[config.mk]
export PLATFORM = sky130hd
export DESIGN_NAME = uart_tx_scheduler
export DESIGN_NICKNAME = d
export VERILOG_FILES = /design/src/rtl/uart_sched_pkg.sv /design/src/rtl/uart_rr_arbiter.sv /design/src/rtl/uart_tx_scheduler.sv
export SDC_FILE = /design/constraint.sdc
export NUM_CORES = 1
export LEC_CHECK = 0
export CAP_MARGIN = 30
export CORE_MARGIN = 3
export CORE_UTILIZATION = 32
export CTS_BUF_LIST = sky130_fd_sc_hd__clkbuf_4
export DETAILED_ROUTE_END_ITERATION = 8
export PLACE_DENSITY = 0.93
export RECOVER_POWER = 100
export SLEW_MARGIN = 15
export SYNTH_ARGS = -nofsm -noshare
export SYNTH_HDL_FRONTEND = slang
export SYNTH_SLANG_ARGS = --single-unit
[constraint.sdc]
create_clock -name i_clk -period 1.71 [get_ports i_clk]
set_input_delay 0.4275 -clock i_clk [delete_from_list [all_inputs] [get_ports i_clk]]
set_output_delay 0.4275 -clock i_clk [all_outputs]
set_load 0.02 [all_outputs]
[src/rtl/uart_sched_pkg.sv]
// Shared types and defaults for the UART TX scheduler.
// UART_SCHED_RR_EN selects round-robin over fixed-priority arbitration.
package uart_sched_pkg;
  localparam int DATA_LEN_DEF = 8;
  localparam int N_REQ_DEF    = 2;
  localparam int N_REQ_MAX    = 8;

  typedef enum logic [1:0] {
    IDLE  = 2'd0,
    START = 2'd1,
    BUSY  = 2'd2
  } drain_state_t;
endpackage

[src/rtl/uart_rr_arbiter.sv]
// Picks one requesting producer per cycle; the search starts at a registered pointer.
// UART_SCHED_RR_EN defined: pointer moves past each winner. Undefined: pointer stays 0 (lowest index wins).
module uart_rr_arbiter
  import uart_sched_pkg::*;
#(
  parameter int N_REQ = N_REQ_DEF,
  localparam int IDX_W = $clog2(N_REQ)
) (
  input  logic             i_clk,
  input  logic             i_reset,
  input  logic [N_REQ-1:0] i_req,
  input  logic             i_enable,
  output logic [N_REQ-1:0] o_grant,
  output logic [IDX_W-1:0] o_index
);
  logic [IDX_W-1:0] ptr;
  logic [IDX_W-1:0] ptrNext;
  logic [IDX_W-1:0] winIdx;
  logic             found;
  logic [IDX_W:0]   cand;

  // Wrapping scan from ptr; cand is one bit wider so the wrap compare cannot overflow.
  always_comb begin
    winIdx = '0;
    found  = 1'b0;
    cand   = '0;
    for (int i = 0; i < N_REQ; i++) begin
      cand = {1'b0, ptr} + (IDX_W+1)'(i);
      if (cand >= (IDX_W+1)'(N_REQ)) cand = cand - (IDX_W+1)'(N_REQ);
      if (!found && i_req[cand[IDX_W-1:0]]) begin
        found  = 1'b1;
        winIdx = cand[IDX_W-1:0];
      end
    end
  end

  always_comb begin
    o_grant = '0;
    if (i_enable && found) o_grant[winIdx] = 1'b1;
  end

  assign o_index = winIdx;

`ifdef UART_SCHED_RR_EN
  always_comb begin
    ptrNext = ptr;
    if (i_enable && found)
      ptrNext = (winIdx == IDX_W'(N_REQ - 1)) ? '0 : winIdx + IDX_W'(1);
  end
`else
  assign ptrNext = '0;
`endif

  always_ff @(posedge i_clk) begin
    if (i_reset) ptr <= '0;
    else         ptr <= ptrNext;
  end
endmodule

[src/rtl/uart_tx_scheduler.sv]
// Arbitrates byte producers onto a shared TX FIFO and drains it into uart_tx, one pop per frame.
// UART_SCHED_RR_EN (in uart_rr_arbiter) selects round-robin instead of fixed priority.
module uart_tx_scheduler
  import uart_sched_pkg::*;
#(
  parameter int DATA_LEN = DATA_LEN_DEF,
  parameter int N_REQ    = N_REQ_DEF
) (
  input  logic                      i_clk,
  input  logic                      i_reset,
  input  logic [N_REQ-1:0]          i_req,
  input  logic [N_REQ*DATA_LEN-1:0] i_req_data,
  output logic [N_REQ-1:0]          o_grant,
  input  logic                      i_fifo_full,
  input  logic                      i_fifo_empty,
  input  logic [DATA_LEN-1:0]       i_fifo_rdata,
  output logic                      o_fifo_write,
  output logic [DATA_LEN-1:0]       o_fifo_wdata,
  output logic                      o_fifo_read,
  input  logic                      i_drain_en,
  output logic                      o_tx_start,
  output logic [DATA_LEN-1:0]       o_tx_data,
  input  logic                      i_tx_done,
  output logic                      o_busy,
  output drain_state_t              o_dbg_state
);
  localparam int IDX_W = $clog2(N_REQ);

  // Handshake: i_req[i] is valid and must hold with its byte stable until o_grant[i];
  // the grant pulse is the ready and the byte is written to the FIFO in that same cycle.
  logic [IDX_W-1:0] winIdx;

  uart_rr_arbiter #(.N_REQ(N_REQ)) u_arb (
    .i_clk    (i_clk),
    .i_reset  (i_reset),
    .i_req    (i_req),
    .i_enable (~i_fifo_full & ~i_reset),
    .o_grant  (o_grant),
    .o_index  (winIdx)
  );

  assign o_fifo_write = |o_grant;
  assign o_fifo_wdata = o_fifo_write ? i_req_data[int'(winIdx)*DATA_LEN +: DATA_LEN] : '0;

  drain_state_t        state;
  drain_state_t        stateNext;
  logic [DATA_LEN-1:0] txData;
  logic [DATA_LEN-1:0] txDataNext;

  always_ff @(posedge i_clk) begin
    if (i_reset) begin
      state  <= IDLE;
      txData <= '0;
    end else begin
      state  <= stateNext;
      txData <= txDataNext;
    end
  end

  // The pop and the latch of the head byte happen together, so o_tx_data is stable for the whole frame.
  always_comb begin
    stateNext   = state;
    txDataNext  = txData;
    o_fifo_read = 1'b0;
    o_tx_start  = 1'b0;
    case (state)
      IDLE: begin
        if (i_drain_en && !i_fifo_empty && !i_reset) begin
          o_fifo_read = 1'b1;
          txDataNext  = i_fifo_rdata;
          stateNext   = START;
        end
      end
      START: begin
        o_tx_start = 1'b1;
        stateNext  = BUSY;
      end
      BUSY: begin
        if (i_tx_done) stateNext = IDLE;
      end
      default: stateNext = IDLE;
    endcase
  end

  assign o_tx_data   = txData;
  assign o_busy      = (state != IDLE);
  assign o_dbg_state = state;
endmodule

Yosys cells after proc, flatten, opt, wreduce, memory -nomap -nowiden
Index checks and enable logic that the tools add are counted.
Word-level totals
  bits in registers: 10
  bits of input ports: 32
  output and inout bits: 24
  word-level logic and storage cells: 38
Operators by class
  $lt $le $gt $ge: 2
  eq/ne operators: 4
  shifts and indexed selects: 1
  muxes and demuxes: 13
  bitwise gates (word level): 3
  reduce and logical (&&, ||, !) cells: 13
Operators by type and width (count)
  $shiftx A16 B5 Y8: 1
  $mux W8: 1
  $mux W1: 7
  $mux W2: 3
  $pmux W2 S3: 1
  $logic_and A1 B1 Y1: 5
  $ne A2 B2 Y1 const B: 2
  $reduce_and A2 Y1: 2
  $logic_not A1 Y1: 3
  $eq A2 B1 Y1 const B: 1
  $eq A2 B2 Y1 const B: 1
  $logic_not A2 Y1: 1
  $lt A1 B2 Y1 const B: 1
  $not A1 Y1: 2
  $reduce_bool A2 Y1: 1
  $reduce_or A2 Y1: 1
  $and A1 B1 Y1: 1
  $demux W1 S1: 1
  $ge A1 B1 Y1 const B: 1

Logic depth before layout (Yosys ltp)
Gate-level depths: netlist of the first run.
  depth after elaboration: 11
  depth in mapped cells: 3
  gate-level depth less buffers: 2

Hierarchy
Synthesis of the first run repeated with hierarchy kept, for this count alone.
Second synthesis, totals
  cells, all modules: 67
  area, all modules: 620.6 um^2
Modules (own cells, without submodules)
  uart_tx_scheduler: times used 1, cells an instance 64, area each 594.3 um^2, seq. area each 200.2 um^2
  uart_rr_arbiter: times used 1, cells an instance 3, area each 26.3 um^2, seq. area each 0.0 um^2

Worst setup path after synthesis of the first run
No wires, ideal clock.
  path type: in2out
  start: input i_req[0]
  end: output o_fifo_wdata[0]
  arrival time: 1328 ps
  data required time: 1282 ps
  slack: -46 ps
  cell stages on the path: 2
  path buffers: 0
  path through: nor4b_4 > a22o_1
On the way
  cells in the longest elaborated chain, start to end: 11
  elaborated cells between the ends (all ways): 15
  those cells by class: order compare (2); shift (1); mux (7); reduce/logical (5)
Ends and longest elaborated chain
  start, declared: line uart_tx_scheduler.sv:11  | input logic [N_REQ-1:0] i_req,
  $mux W1 (*): line uart_rr_arbiter.sv:30  | if (!found && i_req[cand[IDX_W-1:0]]) begin
  $logic_not A1 Y1: line uart_rr_arbiter.sv:30
  $logic_and A1 B1 Y1: line uart_rr_arbiter.sv:30
  $mux W1: line uart_rr_arbiter.sv:30
  $lt A1 B2 Y1 (not written as such) or $ge A1 B1 Y1 (tied branches): line uart_rr_arbiter.sv:39  | if (i_enable && found) o_grant[winIdx] = 1'b1;
  $logic_and A1 B1 Y1 (not written as such): line uart_rr_arbiter.sv:39
  $mux W1 (not written as such): line uart_rr_arbiter.sv:39
  $demux W1 S1
  $mux W2: line uart_rr_arbiter.sv:39
  $reduce_or A2 Y1: line uart_tx_scheduler.sv:42  | assign o_fifo_write = |o_grant;
  $mux W8 (*): line uart_tx_scheduler.sv:43  | assign o_fifo_wdata = o_fifo_write ? i_req_data[int'(winIdx)*DATA_LEN +: DATA_LEN] : '0;
  end, declared: line uart_tx_scheduler.sv:18  | output logic [DATA_LEN-1:0] o_fifo_wdata,
Every way passes the cells marked *; elsewhere a longest branch is shown, timed or not.

Worst setup path after layout of the first run
  start: input i_req[0]
  end: output o_fifo_wdata[6]
Same word-level chain as after synthesis.

==> results of run 1 <==
## worst max-delay path by stage
stage / from / to / slack, ns / cells after the start
after floorplan: i_reset / o_fifo_wdata[0] / -0.04 / 2
after global placement: i_reset / o_fifo_wdata[5] / -0.88 / 5
after detailed placement: i_reset / o_fifo_wdata[6] / -0.96 / 5
after CTS: i_drain_en / o_fifo_read / -0.15 / 4
after global routing: i_req[0] / o_fifo_wdata[6] / -0.07 / 6
final: i_req[0] / o_fifo_wdata[6] / -0.03 / 6
## cell usage after synthesis
cell type	number	area share
o21ba_2	1	0.017
nor3b_4	1	0.033
clkbuf_1	2	0.013
nor4b_4	1	0.041
nor2_1	1	0.0065
nor3_1	1	0.0087
a22o_1	8	0.12
or2_2	1	0.011
nor4b_2	1	0.026
nor3b_1	1	0.013
mux2i_1	8	0.14
nand2b_1	16	0.17
dfxtp_1	10	0.35
nor2b_1	3	0.033
buf_4	1	0.013
## registers in the layout, indices dropped and copies added (netlist names)
| signal | count |
|---|---|
| o_tx_data | 8 |
| o_dbg_state | 2 |
## logic make-up after synthesis
group,after synthesis,share of synthesized area
DFF,10,0.349
muxes,8,0.139
AOI/OAI and AO/OA,9,0.139
buffers and inverters,3,0.0262
and+or+nand+nor,26,0.346
## power by group through the flow
stage	Combinational [mW]	Clock, mW	Sequential, mW
after global routing	0.250	0.185	0.253
after global placement	0.229	0	0.256
after detailed placement	0.235	0	0.257
after CTS	0.235	0.175	0.251
after floorplan	0.0723	0	0.271
final	0.236	0.170	0.252
## repair_timing
action                     CTS  global route
buffers inserted             2             2
pin swaps                   11             4
cloned                       1             0
resized for setup           82            15
setup endpoints to repair   16            14
## worst min-delay path: cells and delay by family, from the launching register on
| kind | cells | cell delay, ns |
|---|---|---|
| AND/OR/NAND/NOR | 1 | 0.07 |
| flip-flops | 1 | 0.31 |
| multiplexers | 1 | 0.06 |
## stage by stage
step | setup WS [ns] | hold WS (ns) | utilization
floorplan | -0.0438 | 0.546 | -
global placement | -0.880 | 0.458 | 0.753
detailed placement | -0.965 | 0.467 | 0.753
CTS | -0.151 | 0.483 | 0.776
global route | -0.0699 | 0.505 | 0.780
finish | -0.0274 | 0.482 | 0.780
## per-layer routing
layer / GRT usage / vias to the layer above / wire length (microns)
met5: 0 / - / 0
met4: 0.0569 / 0 / 12
met3: 0.0706 / 2 / 161
met2: 0.362 / 26 / 1240
met1: 0.195 / 320 / 780
li1: - / 336 / -
## cells in the final DEF (no fill, tap or decap), types with 2 or more instances in the layout
cell type / netlist / layout
dlygate4sd2_1: 0 / 5
a22o_1: 8 / 8
mux2i_1: 8 / 8
clkdlybuf4s50_1: 0 / 30
buf_4: 1 / 4
dfxtp_1: 10 / 10
clkbuf_2: 0 / 4
buf_6: 0 / 12
clkbuf_1: 2 / 4
nor2b_1: 3 / 2
buf_2: 0 / 3
nor4b_4: 1 / 2
nand2b_1: 16 / 16
clkbuf_4: 0 / 7
## cell type report
cell class                      count  share of cell area
Multi-Input combinational cell     43               0.302
Sequential cell                    10               0.161
Clock inverter                      1             0.00302
Timing Repair Buffer               68               0.492
Clock buffer                        3              0.0181
Tap cell                           24              0.0241
==> metrics.cfg, run 1 <==
[run_status]
outcome = finished, violations left
violations = negative setup slack

[cells_and_area]
area_growth_pct = 117
nets = 158
fillers = 121
final_cell_area_sq_mm = 0.00124
finalNonFillerCells = 149
multi_input_area_sq_um = 375
ff_latch_area_sq_um = 200
diodes = 0
drive_above_1_share = 0.288

[critical_path]
path_delay_family = buffers and inverters
crit_chain = buf_6, buf_6, nor4b_4, buf_2, a22o_1, buf_6
worstPathMaxFanout = 4
required_ns = 1.28
arrival_ns = 1.31
crit_path_max_incr_delay_ns = 0.21
cp-end-kind = primary output
worst-path-buf-inv = 4
crit_type = input port to primary output
start_kind = input port
critPathMostFrequentCell = buf_6
r2r_end = o_tx_data[1]$_SDFFE_PP0P_
r2r_start = o_dbg_state[1]$_SDFFE_PP0P_
reg2reg_depth = 6
critical-path-slowest-cell = nor4b_4
rrSetupSlack_ns = 0.09

[floorplanning]
coreArea_sq_mm = 0.00159
dieArea_sq_mm = 0.00234
io_pins = 56
dieHeight_microns = 48.4
rows = 14
start_util = 0.360
die_w_microns = 48.4

[timing]
setup_tns_ns = -0.0463
maxSlewViolCount = 0
rsz0062_at_grt = yes
skew_ns = 0.00427
hold_violations = 0
fin_ws_ns = -0.0274
tightest_slew_ns = 0.320
timing.fmax_mhz = 576
setup_viol = 2
slew-limit-headroom = 0.788
finalCritPeriodShare = 1.02
finalCriticalPeriod_ns = 1.74

[place]
place.gp.congestion = 0.769
port_buffers = 55
placed_area_sq_mm = 0.00120
dp.cells = 140
dp_hpwl_microns = 1800

[synth]
syn-cell-area_sq_um = 574
yosysWarnings = 0
ys_types = 15
synth-seq-cells = 10
yosysSeqAreaShare = 0.349
avgSynthCellArea_sq_um = 10.3
synth_fp_nets = 88
syn_inst = 56

[route]
detail_route.vias_per_cell = 4.59
ant_nets = 0
drtIter0Drc = 8
wl_per_cell_microns = 14.7
drc = 0
drt_wl_total_microns = 2190
num_vias = 684
drt_first_pass_iters = 4

[pwr]
switching_share = 0.286
p_int_mw = 0.470
powerDensity_mw_per_mm2 = 529
peakVddDrop_mv = 0.469
p_comb_frac = 0.359
pwr-share-clk = 0.259
p_total_mw = 0.658
seq_power_share = 0.383
net-switching-power_mw = 0.188
p_leak_nw = 0.545

[clocking]
clockBufferDepth = 2
clkTransAtPathRegs_ns = 0.07
cts_tree = built
numCtsBuffers = 3
clock_latency_ns = 0.27
cts-htree-levels = 1
ctsHoldBuffers = 0
clockRootBuffer = clkbuf_4
clkSinkCount = 10

[global_routing]
grt_max_degree = 16
antenna_found_initial = 0
track_usage = 0.192
grt_pass1_vias = 752
grt_pass1_wl_microns = 3460
gr-total-overflow = 0

[min_path]
hold_path.class = flip-flop to flip-flop
worstHoldPathCells = 2
whs_endpoint = o_tx_data[4]$_SDFFE_PP0P_
worstHoldStart = o_tx_data[4]$_SDFFE_PP0P_

[run]
maxCapViolCount = 0

Power figures use the tool's default switching activity.
==> run 2: changes to the inputs <==
--- a/config.mk
+++ b/config.mk
@@ -9,6 +9,7 @@
 export CORE_MARGIN = 3
 export CORE_UTILIZATION = 32
 export CTS_BUF_LIST = sky130_fd_sc_hd__clkbuf_4
+export CTS_CLUSTER_DIAMETER = 120
 export DETAILED_ROUTE_END_ITERATION = 8
 export PLACE_DENSITY = 0.93
 export RECOVER_POWER = 100
==> results of run 2 <==
No change in the layout: final DEF, timing and power equal those of run 1.
==> run 3: changes to the inputs <==
--- a/config.mk
+++ b/config.mk
@@ -5,8 +5,6 @@
 export SDC_FILE = /design/constraint.sdc
 export NUM_CORES = 1
 export LEC_CHECK = 0
-export CAP_MARGIN = 30
-export CORE_MARGIN = 3
 export CORE_UTILIZATION = 32
 export CTS_BUF_LIST = sky130_fd_sc_hd__clkbuf_4
 export CTS_CLUSTER_DIAMETER = 120
==> metrics.cfg, run 3 (synthesis gave the netlist of run 1 again) <==
[run_status]
outcome = finished, final reports clean  ; was finished, violations left

[critical_path]
worstPathMaxFanout = 5  ; was 4
arrival_ns = 1.28  ; was 1.31 ns
crit_chain = buf_8, nor4b_4, buf_4, a22o_1, buf_6  ; was buf_6, buf_6, nor4b_4, buf_2, a22o_1, buf_6
cp-end-kind = primary output  ; unchanged
rrSetupSlack_ns = 0.26  ; was 0.09 ns
start_kind = input port  ; unchanged
crit_path_max_incr_delay_ns = 0.27  ; was 0.21 ns
reg2reg_depth = 5  ; was 6
crit_type = input port to primary output  ; unchanged
r2r_end = o_tx_data[1]$_SDFFE_PP0P_  ; unchanged
critical-path-slowest-cell = nor4b_4  ; unchanged
worst-path-buf-inv = 3  ; was 4
required_ns = 1.28  ; about the same
r2r_start = o_dbg_state[1]$_SDFFE_PP0P_  ; unchanged
path_delay_family = buffers and inverters  ; unchanged

[clocking]
clock_latency_ns = 0.26  ; was 0.27 ns
cts-htree-levels = 1  ; unchanged
clockRootBuffer = clkbuf_4  ; unchanged
cts_tree = built  ; unchanged
clkSinkCount = 10  ; unchanged
clkTransAtPathRegs_ns = 0.07  ; about the same
clockBufferDepth = 2  ; unchanged
ctsHoldBuffers = 0  ; unchanged
numCtsBuffers = 3  ; unchanged

[pwr]
p_leak_nw = 0.524  ; was 0.545 nW
p_total_mw = 0.640  ; was 0.658 mW
switching_share = 0.269  ; was 0.286
peakVddDrop_mv = 0.701  ; was 0.469 mV
net-switching-power_mw = 0.172  ; was 0.188 mW
seq_power_share = 0.393  ; was 0.383
p_comb_frac = 0.360  ; was 0.359
p_int_mw = 0.468  ; was 0.470 mW
powerDensity_mw_per_mm2 = 522  ; was 529 mW/mm^2
pwr-share-clk = 0.247  ; was 0.259

[cells_and_area]
finalNonFillerCells = 147  ; was 149
diodes = 0  ; unchanged
ff_latch_area_sq_um = 200  ; unchanged
layout_common_cells = clkdlybuf4s50_1 (32), nand2b_1 (16), dfxtp_1 (10)  ; was clkdlybuf4s50_1 (30), nand2b_1 (16), buf_6 (12)
drive_above_1_share = 0.276  ; was 0.288
layout_commonest_cell = clkdlybuf4s50_1  ; unchanged
area_growth_pct = 113  ; was 117%
nets = 156  ; was 158
final_core_util = 0.768  ; was 0.780
multi_input_area_sq_um = 370  ; was 375 sq um
fillers = 109  ; was 121
largest_reg_flops = 8  ; unchanged

[min_path]
worstHoldStart = o_tx_data[3]$_SDFFE_PP0P_  ; was o_tx_data[4]$_SDFFE_PP0P_
worstHoldPathCells = 2  ; unchanged
hold_path.class = flip-flop to flip-flop  ; unchanged
whs_endpoint = o_tx_data[3]$_SDFFE_PP0P_  ; was o_tx_data[4]$_SDFFE_PP0P_

[route]
drt_first_pass_iters = 4  ; unchanged
drc = 0  ; unchanged
num_vias = 686  ; was 684
wl_per_cell_microns = 13.2  ; was 14.7 microns
detail_route.vias_per_cell = 4.67  ; was 4.59
drt_wl_total_microns = 1940  ; was 2190 microns
ant_nets = 0  ; unchanged
drtIter0Drc = 4  ; was 8

[floorplanning]
start_util = 0.360  ; unchanged
dieHeight_microns = 44.4  ; was 48.4 microns
die_w_microns = 44.4  ; was 48.4 microns
dieArea_sq_mm = 0.00197  ; was 0.00234 sq mm
rows = 14  ; unchanged
io_pins = 56  ; unchanged
coreArea_sq_mm = 0.00159  ; unchanged

[global_routing]
antenna_found_initial = 0  ; unchanged
track_usage = 0.210  ; was 0.192
grt_pass1_vias = 684  ; was 752
grt_pass1_wl_microns = 3040  ; was 3460 microns
grt_max_degree = 21  ; was 16
gr-total-overflow = 0  ; unchanged

[timing]
rsz0062_at_grt = yes  ; unchanged
slew-limit-headroom = 0.814  ; was 0.788
tightest_slew_ns = 0.279  ; was 0.320 ns
hold_violations = 0  ; unchanged
maxSlewViolCount = 0  ; unchanged
timing.fmax_mhz = 585  ; was 576 MHz
finalCritPeriodShare = 1.00  ; was 1.02
setup_viol = 0  ; was 2
holdWs_ns = 0.474  ; was 0.482 ns
skew_ns = 0.00626  ; was 0.00427 ns
fin_ws_ns = 0.000502  ; was -0.0274 ns
finalCriticalPeriod_ns = 1.71  ; was 1.74 ns

[place]
dp.cells = 137  ; was 140
place_ws_ns = -0.942  ; was -0.965 ns
dp_hpwl_microns = 1470  ; was 1800 microns
port_buffers = 55  ; unchanged
place.gp.congestion = 0.654  ; was 0.769

[run]
maxCapViolCount = 0  ; unchanged

run 3: routing by layer:
metal,track usage,up-vias,part of all wire
met2,0.403,34,0.54
met4,0.103,0,0.038
met5,0,-,0
li1,-,333,-
met1,0.208,313,0.37
met3,0.0490,6,0.055
run 3: cell type report:
type	instances	area share
Sequential cell	10	0.163
Timing Repair Buffer	66	0.488
Clock buffer	3	0.0184
Multi-Input combinational cell	43	0.302
Tap cell	24	0.0245
Clock inverter	1	0.00306
run 3: worst min-delay path: stages (launching register included):
cell and delay (ns):
dfxtp_1 0.31, nand2b_1 0.06, mux2i_1 0.05
run 3: how the worst max path moves through the flow:
stage / startpoint / endpoint / slack (ns) / cells after the start
CTS: i_fifo_full / o_fifo_wdata[3] / 0.0005 / 5
global placement: i_reset / o_fifo_wdata[5] / -0.89 / 5
finish: i_fifo_full / o_fifo_wdata[3] / 0.0005 / 5
global route: i_fifo_full / o_fifo_wdata[3] / -0.05 / 5
detailed placement: i_reset / o_fifo_wdata[3] / -0.94 / 5
floorplan: i_reset / o_fifo_wdata[0] / -0.04 / 2
run 3: through the flow:
step           TNS [ns]  cell area, sq um
2_1_floorplan    -0.350               574
3_3_place_gp      -9.86              1180
3_5_place_dp     -10.19              1180
4_1_cts               0              1220
5_1_grt          -0.179              1220
6_report              0              1220
run 3: timing repair:
action | 4_1_cts | 5_1_grt
resized for setup | 87 | 11
endpoints found under the setup margin | 16 | 12
pin swaps | 5 | 7
buffers inserted | 3 | 2
cloned | 1 | 0
run 3: power groups by stage:
stage / Clock [mW] / Sequential (mW) / Combinational (mW)
after floorplan: 0 / 0.271 / 0.0723
after global placement: 0 / 0.256 / 0.223
after detailed placement: 0 / 0.256 / 0.227
after CTS: 0.167 / 0.251 / 0.229
after global routing: 0.185 / 0.252 / 0.244
final: 0.158 / 0.252 / 0.230
==> RTL edit: new RTL, config.mk and constraints of run 2 <==
The package constant `DATA_LEN_DEF` goes from 8 to 16.
--- a/src/rtl/uart_sched_pkg.sv
+++ b/src/rtl/uart_sched_pkg.sv
@@ -3,3 +3,3 @@
 package uart_sched_pkg;
-  localparam int DATA_LEN_DEF = 8;
+  localparam int DATA_LEN_DEF = 16;
   localparam int N_REQ_DEF    = 2;
Ports: changed (resized i_fifo_rdata, i_req_data, o_fifo_wdata and o_tx_data); port bits go from 56 to 96. The function was not compared with the original's and may differ.
==> RTL edit against run 2 <==
The flow still finishes with violations (setup timing); total power grew 60%; global-route usage shrank 0.52 points; utilization shrank 11 points; sequential share of layout area grew 1.3 points; largest cell class unchanged; critical path type unchanged; sequential power grew 79%; sequential cell count grew 8; area after synthesis grew 81%; die area grew 69%; combinational power grew 67%; via count grew 68%; cell area grew 67%; worst hold slack lost 0.0042 ns; worst setup slack lost 0.14 ns; wire length grew 76%.
==> RTL edit: results (changes against run 2) <==
- Hold_ws: 0.4774 ns (-0.004233 ns)
- Portion of synthesized cell area occupied by the leading cell type: 0.3474 (-0.001177)
- Violated checks: setup timing
- Minimum setup slack after placement: -0.9812 ns (-0.01657 ns)
* Total half-perimeter wirelength after legalization and detailed placement: 3164 microns (+76%)
- The largest net degree at the start of global routing is 24 (+8).
- The global-route usage over all layers was 0.1866 (-0.005202).
- Total routed wirelength: 3861 microns (+76%)
- The flip-flop count of the largest register, all copies and words added came to 16 (+8).
- The flow ran to the end, but the final reports show violations.
- The first-pass GRT wire length came to 5754 microns (+66%).
- The arrival time of the worst setup path is 1.45 ns (+0.14 ns).
- Max-Slew Margin vs Limit: 0.6472 (-0.1404)
- Worst supply voltage drop on vdd: 393.5 uV (-16%)
* Reg-to-reg setup timing slack: 0.27 ns (+0.18 ns)
- The multiplexer area fraction after synthesis is 0.1544 (+0.01497).
- The worst path setup slack after routing came to -0.1715 ns (-0.1441 ns).
- Leakage dissipation: 0.8567 nW (+57%)
- Routability congestion estimate from global placement: 1.041 (+35%)
* Worst stage delay on the critical path: 0.40 ns (+0.19 ns)
- The final net count came to 261 (+65%).
* Min-Delay Startpoint: o_tx_data[2]
- The setup clock skew after layout came to 0.007380 ns (+0.003106 ns).
- The non-filler instance count after layout is 248 (+66%).
* DRC marker count from the first detailed-route iteration: 35 (+27)
* Total setup violations reported at the end of the flow: 17 (+15)
* Most numerous cell types in the synthesized netlist: sky130_fd_sc_hd__nand2b_1 (32), sky130_fd_sc_hd__dfxtp_1 (18), sky130_fd_sc_hd__a22o_1 (16), sky130_fd_sc_hd__mux2i_1 (16)
- The length in cells of the worst reg-to-reg path came to 3 (-3).
- Number of vias per cell after detailed routing: 4.621 (+0.66%)
* Clock-pin slew on the worst setup and hold paths: 0.10 ns (+0.03 ns)
* Share of layout cells above drive strength 1: 0.2206 (-0.06741)
- Largest cells by area after synthesis: sky130_fd_sc_hd__dfxtp_1 (35%), sky130_fd_sc_hd__nand2b_1 (19%), sky130_fd_sc_hd__mux2i_1 (15%)
RTL edit: routing by layer:
| metal | track usage | vias to the layer above | part of all wire | routed length (microns) |
|---|---|---|---|---|
| met5 | 0 | - | 0 | 0 |
| met4 | 0.05510 | 0 | 0.015 | 57 |
| met3 | 0.03957 | 6 | 0.047 | 182 |
| met2 | 0.3452 | 51 | 0.56 | 2154 |
| met1 | 0.2114 | 528 | 0.38 | 1467 |
| li1 | - | 561 | - | - |
RTL edit: report_power, final:
part           internal, W  switching [W]
Combinational     0.000235       0.000160
Sequential        0.000441      0.0000114
Clock            0.0000847       0.000119
Total             0.000760       0.000290
RTL edit: cell type report:
class,count,area [sq um],share of cell area
Timing Repair Buffer,107,1015,0.4891
Multi-Input combinational cell,75,618.1,0.2979
Sequential cell,18,360.3,0.1737
Tap cell,44,55.05,0.02654
Clock buffer,3,22.52,0.01086
Clock inverter,1,3.754,0.001809
RTL edit: worst max path at each step:
stage,start,slack (ns),cells past startpoint,endpoint
detailed placement,i_reset,-0.98,5,o_fifo_wdata[5]
global placement,i_reset,-0.90,5,o_fifo_wdata[7]
finish,i_reset,-0.17,5,o_fifo_wdata[4]
CTS,i_fifo_full,-0.22,5,o_fifo_wdata[3]
floorplan,i_req[0],-0.01,3,o_fifo_wdata[10]
global route,i_reset,-0.20,5,o_fifo_wdata[3]
RTL edit: per-stage QoR:
| stage | cell area [sq um] | utilization | setup TNS [ns] |
|---|---|---|---|
| 2_1_floorplan | 1037 | - | -0.1104 |
| 3_3_place_gp | 2069 | 0.6724 | -17.13 |
| 3_5_place_dp | 2069 | 0.6724 | -18.60 |
| 4_1_cts | 2131 | 0.6923 | -1.948 |
| 5_1_grt | 2074 | 0.6740 | -2.523 |
| 6_report | 2074 | 0.6740 | -1.954 |
